--- src/rtl/dmem_arb_pkg.sv ---
// Shared constants and types for the dmem slot arbiter.
// Optional feature macro: DMEM_ARB_WPROT_EN (game write protection below PROT_LIMIT).
package dmem_arb_pkg;

    localparam int ADDR_W   = 12;
    localparam int DATA_W   = 32;
    localparam int SLOTS    = 4;
    localparam int CPU_SLOT = 0;

    // First address the game side may write when write protection is built in.
    localparam logic [ADDR_W-1:0] PROT_LIMIT = 12'h100;

    localparam int PHASE_W = $clog2(SLOTS);

    typedef logic [ADDR_W-1:0]  addr_t;
    typedef logic [DATA_W-1:0]  data_t;
    typedef logic [PHASE_W-1:0] phase_t;

    // Who owns the memory slot that is about to start.
    typedef enum logic [1:0] {
        OWNER_CPU,
        OWNER_GAME,
        OWNER_IDLE
    } owner_e;

    localparam phase_t CPU_PHASE     = phase_t'(CPU_SLOT);
    // Slot during which the memory returns the processor's data.
    localparam phase_t CPU_RET_PHASE = phase_t'((CPU_SLOT + 1) % SLOTS);

    function automatic phase_t phase_inc(input phase_t p);
        return (int'(p) == SLOTS - 1) ? '0 : p + 1'b1;
    endfunction

endpackage

--- src/rtl/dmem_slot_arbiter_if.sv ---
// Bus bundle between the processor/game requesters, the arbiter and the dmem syncram.
// slave = arbiter view, master = environment view (requesters and memory).
interface dmem_slot_arbiter_if;
    import dmem_arb_pkg::*;

    // processor port
    addr_t  cpu_address;
    data_t  cpu_data;
    logic   cpu_wren;
    data_t  cpu_q;

    // game requester port
    logic   game_req;
    logic   game_wren;
    addr_t  game_address;
    data_t  game_data;
    logic   game_gnt;
    logic   game_valid;
    data_t  game_q;
    logic   game_wr_err;

    // syncram port
    addr_t  mem_address;
    data_t  mem_data;
    logic   mem_wren;
    data_t  mem_q;

    phase_t slot_phase;

    modport slave (
        input  cpu_address, cpu_data, cpu_wren,
        input  game_req, game_wren, game_address, game_data,
        input  mem_q,
        output cpu_q, game_gnt, game_valid, game_q, game_wr_err,
        output mem_address, mem_data, mem_wren, slot_phase
    );

    modport master (
        output cpu_address, cpu_data, cpu_wren,
        output game_req, game_wren, game_address, game_data,
        output mem_q,
        input  cpu_q, game_gnt, game_valid, game_q, game_wr_err,
        input  mem_address, mem_data, mem_wren, slot_phase
    );

endinterface

--- src/rtl/dmem_slot_counter.sv ---
// Slot phase counter. Shares reset with the processor clock divider so that
// phase CPU_SLOT lines up with the processor edge.
module dmem_slot_counter
    import dmem_arb_pkg::*;
(
    input  logic   clock,
    input  logic   reset,
    output phase_t phase,
    output logic   cpu_next,   // slot starting at the next edge is the CPU slot
    output logic   cpu_ret     // current slot carries the CPU's returned data
);

    phase_t phase_d, phase_q;

    // Next phase: count 0..SLOTS-1 and wrap.
    always_comb phase_d = phase_inc(phase_q);

    // Phase register.
    // NOTE: state flops use non-blocking assignment so every flop samples pre-edge values.
    always_ff @(posedge clock or posedge reset) begin
        if (reset) phase_q <= '0;
        else       phase_q <= phase_d;
    end

    assign phase    = phase_q;
    assign cpu_next = (phase_d == CPU_PHASE);
    assign cpu_ret  = (phase_q == CPU_RET_PHASE);

endmodule

--- src/rtl/dmem_slot_arbiter.sv ---
// Time-division arbiter for the single-port dmem: one slot in SLOTS belongs to the
// processor, the others are granted to the game requester on demand.
// Optional feature macro: DMEM_ARB_WPROT_EN (block game writes below PROT_LIMIT).
module dmem_slot_arbiter
    import dmem_arb_pkg::*;
(
    input logic                clock,
    input logic                reset,
    dmem_slot_arbiter_if.slave bus
);

    phase_t phase;
    logic   cpu_next;
    logic   cpu_ret;

    dmem_slot_counter u_slot_counter (
        .clock    (clock),
        .reset    (reset),
        .phase    (phase),
        .cpu_next (cpu_next),
        .cpu_ret  (cpu_ret)
    );

    owner_e owner;

    addr_t mem_address_d, mem_address_q;
    data_t mem_data_d,    mem_data_q;
    logic  mem_wren_d,    mem_wren_q;
    logic  game_gnt_d,    game_gnt_q;
    logic  game_rd_d,     game_rd_q;     // granted access in this slot is a read
    logic  rd_pend_d,     rd_pend_q;     // game read data arrives from memory this slot
    logic  game_valid_d,  game_valid_q;
    data_t game_q_d,      game_q_q;
    data_t cpu_q_d,       cpu_q_q;
`ifdef DMEM_ARB_WPROT_EN
    logic  game_wr_err_d, game_wr_err_q;
`endif

    // Decide the owner of the upcoming slot and compute everything loaded at the edge.
    always_comb begin
        // NOTE: every _d gets a default first so no path through this block infers a latch.
        mem_address_d = mem_address_q;
        mem_data_d    = mem_data_q;
        mem_wren_d    = 1'b0;
        game_gnt_d    = 1'b0;
        game_rd_d     = 1'b0;
        rd_pend_d     = game_rd_q;
        game_valid_d  = rd_pend_q;
        game_q_d      = rd_pend_q ? bus.mem_q : game_q_q;
        cpu_q_d       = cpu_ret   ? bus.mem_q : cpu_q_q;
`ifdef DMEM_ARB_WPROT_EN
        game_wr_err_d = 1'b0;
`endif

        // The CPU slot is never given away; a pending game request waits one more slot.
        if (cpu_next)          owner = OWNER_CPU;
        else if (bus.game_req) owner = OWNER_GAME;
        else                   owner = OWNER_IDLE;

        case (owner)
            OWNER_CPU: begin
                mem_address_d = bus.cpu_address;
                mem_data_d    = bus.cpu_data;
                mem_wren_d    = bus.cpu_wren;
            end
            OWNER_GAME: begin
                mem_address_d = bus.game_address;
                mem_data_d    = bus.game_data;
                game_gnt_d    = 1'b1;
                game_rd_d     = ~bus.game_wren;
`ifdef DMEM_ARB_WPROT_EN
                // Protected writes still consume their grant but never reach memory.
                if (bus.game_wren && (bus.game_address < PROT_LIMIT)) begin
                    mem_wren_d    = 1'b0;
                    game_wr_err_d = 1'b1;
                end else begin
                    mem_wren_d    = bus.game_wren;
                end
`else
                mem_wren_d    = bus.game_wren;
`endif
            end
            default: begin
            end
        endcase
    end

    // Registered memory drive, handshake pulses and read-data capture.
    always_ff @(posedge clock or posedge reset) begin
        if (reset) begin
            mem_address_q <= '0;
            mem_data_q    <= '0;
            mem_wren_q    <= 1'b0;
            game_gnt_q    <= 1'b0;
            game_rd_q     <= 1'b0;
            rd_pend_q     <= 1'b0;
            game_valid_q  <= 1'b0;
            game_q_q      <= '0;
            cpu_q_q       <= '0;
`ifdef DMEM_ARB_WPROT_EN
            game_wr_err_q <= 1'b0;
`endif
        end else begin
            mem_address_q <= mem_address_d;
            mem_data_q    <= mem_data_d;
            mem_wren_q    <= mem_wren_d;
            game_gnt_q    <= game_gnt_d;
            game_rd_q     <= game_rd_d;
            rd_pend_q     <= rd_pend_d;
            game_valid_q  <= game_valid_d;
            game_q_q      <= game_q_d;
            cpu_q_q       <= cpu_q_d;
`ifdef DMEM_ARB_WPROT_EN
            game_wr_err_q <= game_wr_err_d;
`endif
        end
    end

    assign bus.mem_address = mem_address_q;
    assign bus.mem_data    = mem_data_q;
    assign bus.mem_wren    = mem_wren_q;
    assign bus.game_gnt    = game_gnt_q;
    assign bus.game_valid  = game_valid_q;
    assign bus.game_q      = game_q_q;
    assign bus.cpu_q       = cpu_q_q;
    assign bus.slot_phase  = phase;
`ifdef DMEM_ARB_WPROT_EN
    assign bus.game_wr_err = game_wr_err_q;
`else
    assign bus.game_wr_err = 1'b0;
`endif

endmodule
--- src/flat_wrapper.sv ---
// flat-port wrapper written by rule: the top's interface ports become plain ports
module dmem_slot_arbiter_flat import dmem_arb_pkg::*;
  (clock, reset, bus_cpu_address, bus_cpu_data, bus_cpu_wren, bus_game_req, bus_game_wren, bus_game_address, bus_game_data, bus_mem_q, bus_cpu_q, bus_game_gnt, bus_game_valid, bus_game_q, bus_game_wr_err, bus_mem_address, bus_mem_data, bus_mem_wren, bus_slot_phase);
  dmem_slot_arbiter_if bus_i ();
  input logic clock;
  input logic reset;
  input wire logic [$bits(bus_i.cpu_address)-1:0] bus_cpu_address;
  input wire logic [$bits(bus_i.cpu_data)-1:0] bus_cpu_data;
  input wire logic [$bits(bus_i.cpu_wren)-1:0] bus_cpu_wren;
  input wire logic [$bits(bus_i.game_req)-1:0] bus_game_req;
  input wire logic [$bits(bus_i.game_wren)-1:0] bus_game_wren;
  input wire logic [$bits(bus_i.game_address)-1:0] bus_game_address;
  input wire logic [$bits(bus_i.game_data)-1:0] bus_game_data;
  input wire logic [$bits(bus_i.mem_q)-1:0] bus_mem_q;
  output wire logic [$bits(bus_i.cpu_q)-1:0] bus_cpu_q;
  output wire logic [$bits(bus_i.game_gnt)-1:0] bus_game_gnt;
  output wire logic [$bits(bus_i.game_valid)-1:0] bus_game_valid;
  output wire logic [$bits(bus_i.game_q)-1:0] bus_game_q;
  output wire logic [$bits(bus_i.game_wr_err)-1:0] bus_game_wr_err;
  output wire logic [$bits(bus_i.mem_address)-1:0] bus_mem_address;
  output wire logic [$bits(bus_i.mem_data)-1:0] bus_mem_data;
  output wire logic [$bits(bus_i.mem_wren)-1:0] bus_mem_wren;
  output wire logic [$bits(bus_i.slot_phase)-1:0] bus_slot_phase;
  assign bus_i.cpu_address = bus_cpu_address;
  assign bus_i.cpu_data = bus_cpu_data;
  assign bus_i.cpu_wren = bus_cpu_wren;
  assign bus_i.game_req = bus_game_req;
  assign bus_i.game_wren = bus_game_wren;
  assign bus_i.game_address = bus_game_address;
  assign bus_i.game_data = bus_game_data;
  assign bus_i.mem_q = bus_mem_q;
  assign bus_cpu_q = bus_i.cpu_q;
  assign bus_game_gnt = bus_i.game_gnt;
  assign bus_game_valid = bus_i.game_valid;
  assign bus_game_q = bus_i.game_q;
  assign bus_game_wr_err = bus_i.game_wr_err;
  assign bus_mem_address = bus_i.mem_address;
  assign bus_mem_data = bus_i.mem_data;
  assign bus_mem_wren = bus_i.mem_wren;
  assign bus_slot_phase = bus_i.slot_phase;
  dmem_slot_arbiter u_core (.clock(clock), .reset(reset), .bus(bus_i));
endmodule
--- config.mk ---
export PLATFORM = sky130hd
export DESIGN_NAME = dmem_slot_arbiter_flat
export DESIGN_NICKNAME = d
export VERILOG_FILES = /design/src/rtl/dmem_arb_pkg.sv /design/src/rtl/dmem_slot_arbiter_if.sv /design/src/rtl/dmem_slot_counter.sv /design/src/rtl/dmem_slot_arbiter.sv /design/src/flat_wrapper.sv
export SDC_FILE = /design/constraint.sdc
export NUM_CORES = 1
export LEC_CHECK = 0
export BUFFER_PORTS_ARGS = -buffer_cell sky130_fd_sc_hd__buf_2
export CORE_AREA = 2 2 113 115
export DETAILED_ROUTE_END_ITERATION = 16
export DIE_AREA = 0 0 115 117
export PLACE_DENSITY = 0.7
export SLEW_MARGIN = 20
export SYNTH_ARGS = -nofsm -noshare
export SYNTH_HDL_FRONTEND = slang
export SYNTH_SLANG_ARGS = --single-unit
--- constraint.sdc ---
create_clock -name clock -period 4.75 [get_ports clock]
set_input_delay 0 -clock clock [delete_from_list [all_inputs] [get_ports clock]]
set_output_delay 0 -clock clock [all_outputs]
set_load 0.005 [all_outputs]
==> reports/qor.log, run 1 <==
[outcome] result of the run complete, no violations
[cts] clock-pin transition on the worst setup and hold timing paths 0.05 ns
[logic_synthesis] number of storage elements in the synthesis netlist 115
[logic_synthesis] cell type with the largest total area after synthesis dfrtp_1
[cells_and_area] number of diodes 0
[logic_synthesis] post-synthesis cell area 0.00477 mm²
[worst_hold_path] worst hold path type in2async
[logic_synthesis] fraction of synthesis flops using an asynchronous set or reset pin 100%
[setup_path] critical path cell sequence ha_2, buf_4, nand2_1, o21ai_1, dlygate4sd3_1
[place] I/O Buffers 237
[timing] normalized max-slew margin 45.8%
[global_routing] number of global-route vias before repair 4304
[logic_synthesis] most used standard cells in the synthesized netlist dfrtp_1 (115), mux2_2 (56), nand2_1 (45)
[timing] total negative slack 0 ns
[cts] clock latency on the worst-skew pair 0.40 ns
[setup_path] startpoint-to-endpoint class of the critical path reg2reg
[timing] final count of hold timing violations 0
[global_routing] met1 track demand over resource 22.0%
[drt] via count 4168
[die] height of the die 117 µm
[drt] Routed WL per cell 15.7 µm
[setup_path] count of buffer and inverter cells on the critical path 2
[drt] length of the first detailed-routing pass in iterations 4
[timing] RSZ-0062 raised after global routing no
[setup_path] number of cells traversed by the worst register-to-register path 5
[die] die area 0.0135 mm²
[global_routing] pin count of the biggest net entering global routing 68
[global_routing] peak-usage layer in the global routing report met2
[die] Cell Rows 41
[logic_synthesis] Area contributors post-synth dfrtp_1 (60%), mux2_2 (13%), mux2i_1 (9.2%), o21ai_1 (3.8%), nand2_1 (3.5%)
[logic_synthesis] Synth cell types 21
[cells_and_area] area used by multi-input combinational logic 0.00165 mm²
[setup_path] Critical-path top delay cell buf_4
[setup_path] maximum net fanout on the critical path 67
[die] Std-Cell Core Area 0.0123 mm²
[logic_synthesis] number of enable-type register cells in the synthesized netlist 0
[cts] hold-fix buffer count after cts 123
[flow_run] number of max-cap violations 0
[cts] clock tree root driver cell clkbuf_16
[cts] total CTS buffers 17
[drt] total wire length after detailed routing 13.7 mm
[place] Area after DPL 0.00595 mm²
[global_routing] initial antenna violation count 0
[timing] clk_skew 0.00660 ns
[place] placer's final routability congestion estimate 0.756
[global_routing] GRT Resource Usage Total 20.2%
[die] width of the die 115 µm
[global_routing] final global-route overflow total 0
[setup_path] slowest stage delay, CP 0.60 ns
[die] I/O pin cnt 239
[drt] final routed DRC violation total 0
[timing] Setup-failing EPs final 0
[cts] Clock H-tree levels 4
[pwr] Static Leakage 0.00378 µW
[logic_synthesis] cell count after synthesis 349
[cts] Post-CTS Setup Inserts 0
[cells_and_area] number of non-filler instances in the completed layout 872
[timing] min cycle time layout 2.49 ns
[setup_path] origin of the critical flop-to-flop path u_core.u_slot_counter.phase[0]
[pwr] IR drop worst, VDD 0.204 mV
[logic_synthesis] sequential area share after synthesis 60.3%
[cts] maximum root-to-sink buffer count 2
[setup_path] Reg2Reg Setup Slack 2.26 ns
[timing] period utilization 52.4%
[timing] transition time at the pin with the least slew margin 0.813 ns
[cells_and_area] total area of sequential cells 0.00288 mm²
[cts] clock tree from TritonCTS built
[timing] Fmax achieved 402 MHz
[cells_and_area] post-route cell area 0.00780 mm²
[timing] max-slew violation count 0
[setup_path] reg-to-reg critical path endpoint u_core.bus.mem_data[25]
[place] half-perimeter wire length after detailed placement 7.92 mm
[drt] First DRT Iteration DRCs 272
[global_routing] met3 Usage GRT 6.49%
[setup_path] Worst setup SP type register
[logic_synthesis] Synth top area share 60.3%
[setup_path] kind of cell with the highest combined delay on the critical path buffers and inverters
[place] Placed Instances 717
[cells_and_area] layout cell share with drive strength beyond 1 46.7%
[cells_and_area] filler cell count in the final layout 881
[drt] detail-routed via count per cell 4.78
[global_routing] grt met2 use 35.7%
[logic_synthesis] Mean Syn Cell Area 13.7 µm²
[pwr] power per cell area 361 mW/mm²
[die] initial core utilization 38.8%
[cts] number of clock sinks 115
[global_routing] first-pass GRT wire length 20.7 mm
[logic_synthesis] Post-synth top flop dfrtp_1
[setup_path] Arrival @ worst endpoint 2.83 ns
[cts] Gates resized, CTS repair 0
[drt] Antenna Nets Post-Route 0
[setup_path] data required time of the critical path 5.09 ns
[cells_and_area] fin nets 837
[setup_path] nature of the critical path endpoint register
[logic_synthesis] cell with the most instances after synthesis dfrtp_1
[logic_synthesis] Yosys Warn Count 0
[logic_synthesis] synthesized netlist net count 477
[cells_and_area] synthesis-to-layout area growth 63.5%
-- power breakdown --
group | leakage (µW) | total (µW) | internal [µW] | switching (µW)
Sequential | 0.00135 | 1110 | 1070 | 45.5
Clock | 0.000305 | 1310 | 890 | 423
Combinational | 0.00212 | 391 | 243 | 148
Total | 0.00378 | 2820 | 2200 | 617
-- sequential cells by signal, summed over array words and instances (netlist names) --
register and cells:
u_core.bus.game_gnt 1, u_core.game_valid_d 1, u_core.bus.mem_wren 1, u_core.game_rd_q 1, u_core.bus.mem_data 32, u_core.bus.game_valid 1
u_core.u_slot_counter.phase 2, u_core.bus.mem_address 12, u_core.bus.cpu_q 32, u_core.bus.game_q 32
-- routing by layer --
layer	part of all wire, %	wire length (µm)
met5	0	0
met4	2.8	384
met3	8.3	1140
met2	51	6940
met1	38	5260
-- worst min-delay path: stages --
cell and delay, ns:
dlygate4sd3_1 0.53, buf_2 0.13, inv_4 0.44
-- how the worst max path moves through the flow --
stage               cells after the start  slack, ns                      startpoint                       to
global placement                        3       2.98  u_core.u_slot_counter.phase[0]  u_core.bus.mem_data[30]
CTS                                     4       2.37  u_core.u_slot_counter.phase[0]  u_core.bus.mem_data[29]
floorplan                               1       1.71                           reset      u_core.bus.cpu_q[0]
detailed placement                      3       2.89  u_core.u_slot_counter.phase[0]  u_core.bus.mem_data[28]
global route                            4       2.11  u_core.u_slot_counter.phase[0]  u_core.bus.mem_data[29]
finish                                  5       2.26  u_core.u_slot_counter.phase[0]  u_core.bus.mem_data[25]
-- area by class of cell --
cell class              count  area share (%)
multi-input cells         207            21.1
repair buffers            365            31.5
clock buffers              23            6.38
clock inverters             9            1.60
inverters                   3           0.176
well taps                 150            2.40
flip-flops and latches    115            36.9
-- stage by stage --
stage               utilization (%)  hold WS [ns]  setup slack (ns)  power (µW)
finish                         63.4         0.232              2.26        2820
global placement               48.3         0.128              2.98        1400
global route                   63.4         0.292              2.11        2940
detailed placement             48.3         0.141              2.89        1410
CTS                            63.4         0.253              2.37        2840
floorplan                         -        0.0656              1.71        1250
-- placed cells by master, fill, tap and decap left out, drive strengths merged --
master | Yosys | final
a21oi | 1 | 1
buf | 18 | 242
bufinv | 0 | 3
clkbuf | 6 | 23
clkinv | 0 | 4
clkinvlp | 0 | 2
conb | 1 | 1
dfrtp | 115 | 115
dlygate4sd3 | 0 | 123
ha | 3 | 3
inv | 3 | 3
mux2 | 64 | 64
mux2i | 44 | 44
nand2 | 45 | 45
nand2b | 1 | 1
nor2 | 2 | 2
nor2b | 2 | 2
o21ai | 44 | 44
-- kinds of logic (layout without fill, tap and decap cells) --
logic type	count (synthesis)	count (layout)	synth area share, %
DFF	115	115	60.3
muxes	108	108	24.6
and+or+nand+nor	50	50	4.09
AOI/OAI and AO/OA	45	45	4.95
buffers and inverters	27	400	5.24
adders and majority gates	3	3	0.786
other	1	1	0.0786
Note: power is estimated with default switching activity, not from simulation.
==> run 2: changes to the inputs <==
--- a/config.mk
+++ b/config.mk
@@ -5,11 +5,12 @@
 export SDC_FILE = /design/constraint.sdc
 export NUM_CORES = 1
 export LEC_CHECK = 0
+export ABC_AREA = 1
 export BUFFER_PORTS_ARGS = -buffer_cell sky130_fd_sc_hd__buf_2
 export CORE_AREA = 2 2 113 115
 export DETAILED_ROUTE_END_ITERATION = 16
 export DIE_AREA = 0 0 115 117
-export PLACE_DENSITY = 0.7
+export PLACE_DENSITY = 0.73
 export SLEW_MARGIN = 20
 export SYNTH_ARGS = -nofsm -noshare
 export SYNTH_HDL_FRONTEND = slang
==> constraint.sdc (replaced) <==
create_clock -name clock -period 2.1 [get_ports clock]
set_input_delay 0 -clock clock [delete_from_list [all_inputs] [get_ports clock]]
set_output_delay 0 -clock clock [all_outputs]
set_load 0.005 [all_outputs]
==> run 2 against run 1 <==
Combinational power rose by 120%. Design area is 0.53% higher. Critical path depth unchanged. Clock-buffer cell count is 2 higher. Die area stayed put. Fmax grew 22%. Setup slack worse by 2.2 ns. Sequential share of layout area fell by 0.18 points. Critical path type unchanged.
==> reports/qor.log, run 2 <==
[pwr] P_int 4640 µW
[logic_synthesis] number of enable-type register cells in the synthesized netlist 0
[cts] total CTS buffers 17
[logic_synthesis] most used standard cells in the synthesized netlist nand2_1 (155), dfrtp_1 (115), nand3_1 (88)
[logic_synthesis] Synth top area share 60.5%
[logic_synthesis] cell count after synthesis 532
[setup_path] critical path cell sequence ha_4, nor2_4, nand2_1, nand3_1, dlygate4sd3_1
[timing] Setup-failing EPs final 0
[setup_path] reg-to-reg critical path endpoint u_core.bus.mem_address[3]
[drt] First DRT Iteration DRCs 417
[timing] max-slew violation count 0
[setup_path] Critical-path top delay cell dlygate4sd3_1
[setup_path] maximum net fanout on the critical path 22
[pwr] fraction of power spent switching nets 23.7%
[cts] Post-CTS Setup Inserts 0
[cells_and_area] filler cell count in the final layout 932
[drt] detail-routed via count per cell 4.90
[cells_and_area] number of non-filler instances in the completed layout 1046
[place] placer's final routability congestion estimate 0.783
[setup_path] Worst setup SP type register
[worst_hold_path] worst hold path type in2reg
[die] initial core utilization 38.6%
[global_routing] met1 track demand over resource 27.8%
[setup_path] data required time of the critical path 2.44 ns
[setup_path] number of cells traversed by the worst register-to-register path 5
[logic_synthesis] cell type with the largest total area after synthesis dfrtp_1
[outcome] result of the run complete, no violations
[cts] clock tree from TritonCTS built
[logic_synthesis] post-synthesis cell area 0.00475 mm²
[logic_synthesis] fraction of synthesis flops using an asynchronous set or reset pin 100%
[setup_path] startpoint-to-endpoint class of the critical path reg2reg
[pwr] part of the total power dissipated in combinational logic 14.2%
[pwr] total power after layout 6070 µW
[logic_synthesis] Area contributors post-synth dfrtp_1 (61%), nand2_1 (12%), nand3_1 (9.3%), o21ai_0 (6.7%), inv_1 (5.4%)
[flow_run] number of max-cap violations 0
[timing] final count of hold timing violations 0
[setup_path] slowest stage delay, CP 0.59 ns
[timing] transition time at the pin with the least slew margin 0.610 ns
[logic_synthesis] synthesized netlist net count 660
[setup_path] origin of the critical flop-to-flop path u_core.u_slot_counter.phase[0]
[global_routing] GRT Resource Usage Total 24.4%
[cells_and_area] most common cell after layout, fill and taps aside buf_2
[cells_and_area] layout cell share with drive strength beyond 1 30.9%
[logic_synthesis] sequential area share after synthesis 60.5%
[global_routing] first-pass GRT wire length 25.1 mm
[place] Placed Instances 892
[timing] clk_skew 0.00396 ns
[die] die area 0.0135 mm²
[cells_and_area] synthesis-to-layout area growth 65.1%
[die] I/O pin cnt 239
[setup_path] endpoint of the worst setup timing path u_core.bus.mem_address[3]
[timing] normalized max-slew margin 59.3%
[cells_and_area] fin nets 1013
[logic_synthesis] Post-synth top flop dfrtp_1
[setup_path] Reg2Reg Setup Slack 0.06 ns
[global_routing] grt met2 use 40.5%
[cts] clock tree root driver cell clkbuf_16
[logic_synthesis] Synth cell types 15
[cells_and_area] number of diodes 0
[global_routing] number of global-route vias before repair 5007
[cts] number of clock sinks 115
[place] I/O Buffers 237
[logic_synthesis] cell with the most instances after synthesis nand2_1
[timing] total negative slack 0 ns
[logic_synthesis] number of storage elements in the synthesis netlist 115
[timing] final hold slack 0.0960 ns
[cts] clock latency on the worst-skew pair 0.42 ns
[cts] clock-pin transition on the worst setup and hold timing paths 0.05 ns
[place] half-perimeter wire length after detailed placement 9.11 mm
[setup_path] Critical Path Start u_core.u_slot_counter.phase[0]
[drt] Routed WL per cell 15.6 µm
[setup_path] Arrival @ worst endpoint 2.38 ns
[global_routing] met3 Usage GRT 8.39%
[drt] final routed DRC violation total 0
[cells_and_area] commonest cells after routing, fill and taps aside buf_2 (237), nand2_1 (155), dlygate4sd3_1 (123), dfrtp_1 (114), nand3_1 (88)
[global_routing] peak-usage layer in the global routing report met2
[cts] Clock H-tree levels 4
[global_routing] final global-route overflow total 0
[die] width of the die 115 µm
[cells_and_area] utilization of the core after routing 63.7%
[cts] maximum root-to-sink buffer count 2
[logic_synthesis] Yosys Warn Count 0
[timing] Fmax achieved 491 MHz
[global_routing] pin count of the biggest net entering global routing 116
[timing] RSZ-0062 raised after global routing no
[die] Cell Rows 41
[drt] length of the first detailed-routing pass in iterations 6
[pwr] Static Leakage 0.00415 µW
[timing] period utilization 97.0%
[pwr] sequential share of power 41.1%
[global_routing] initial antenna violation count 0
[setup_path] nature of the critical path endpoint register
[pwr] share of total power in the clock network 44.6%
[drt] via count 5129
[die] Std-Cell Core Area 0.0123 mm²
[pwr] IR drop worst, VDD 0.431 mV
[pwr] switching power summed over all nets 1440 µW
[die] height of the die 117 µm
[drt] Antenna Nets Post-Route 0
[drt] total wire length after detailed routing 16.3 mm
[logic_synthesis] Mean Syn Cell Area 8.93 µm²
[timing] min cycle time layout 2.04 ns
[pwr] power per cell area 774 mW/mm²
## run 2: cell types whose count changed after synthesis, sizes merged
cell    delta
buf       +11
clkbuf     -2
inv       +66
mux2      -64
mux2i     -44
nand2    +110
nand2b     -1
nand3     +88
nor2       +1
nor2b      -2
o21ai     +20
## run 2: area by class of cell
cell class	count	area, µm²	area share [%]
timing repair buffer	366	2520	32.1
sequential	115	2880	36.7
tap	150	188	2.39
clock buffer	25	505	6.44
multi-input combinational	316	1440	18.4
inverter	69	265	3.38
clock inverter	5	50.0	0.638
## run 2: power groups by stage
stage,sequential [µW],clock (µW),combinational [µW]
after floorplan,2540,0,219
after global placement,2520,0,603
after detailed placement,2530,0,613
after CTS,2490,2740,831
after global routing,2520,2850,958
final,2500,2710,865
## run 2: layer usage
layer	up-vias	routed length [µm]
li1	2375	-
met1	2351	6050
met2	337	7940
met3	66	1570
met4	0	784
met5	-	0
## run 2: worst min path at each step
stage / from / cells after the start / slack [ns] / end
floorplan: bus_game_wren / 1 / 0.07 / u_core.game_rd_q
finish: bus_game_req / 3 / 0.1 / u_core.bus.game_gnt
global route: bus_game_req / 3 / 0.12 / u_core.bus.game_gnt
CTS: bus_game_req / 3 / 0.05 / u_core.game_rd_q
detailed placement: bus_game_wren / 2 / 0.17 / u_core.game_rd_q
global placement: bus_game_wren / 2 / 0.17 / u_core.game_rd_q
## run 2: metrics by stage
step	cell area, µm²	setup WS, ns
after floorplan	4760	0.701
after global placement	6030	0.658
after detailed placement	6030	0.632
after CTS	7820	0.0812
after global routing	7850	0.0337
final	7850	0.0638
## run 2: worst max-delay path: cells and delay by family, from the launching register on
kind,cells,cell delay [ns]
AND/OR/NAND/NOR,3,0.68
adder cells (fa/ha/maj),1,0.24
buffers and inverters,1,0.59
flip-flops,1,0.44
## run 2: cells by family after synthesis
group                      count (synthesis)  share of synthesized area [%]
and+or+nand+nor                          246                           22.1
adders and majority gates                  3                          0.790
other                                      1                         0.0789
AOI/OAI and AO/OA                         65                           6.84
buffers and inverters                    102                           9.66
DFF                                      115                           60.5
## run 2: timing repair
item	4_1_cts	5_1_grt
resized for setup	0	4
hold buffers	123	0
hold endpoints to repair	225	0
setup endpoints to repair	0	43
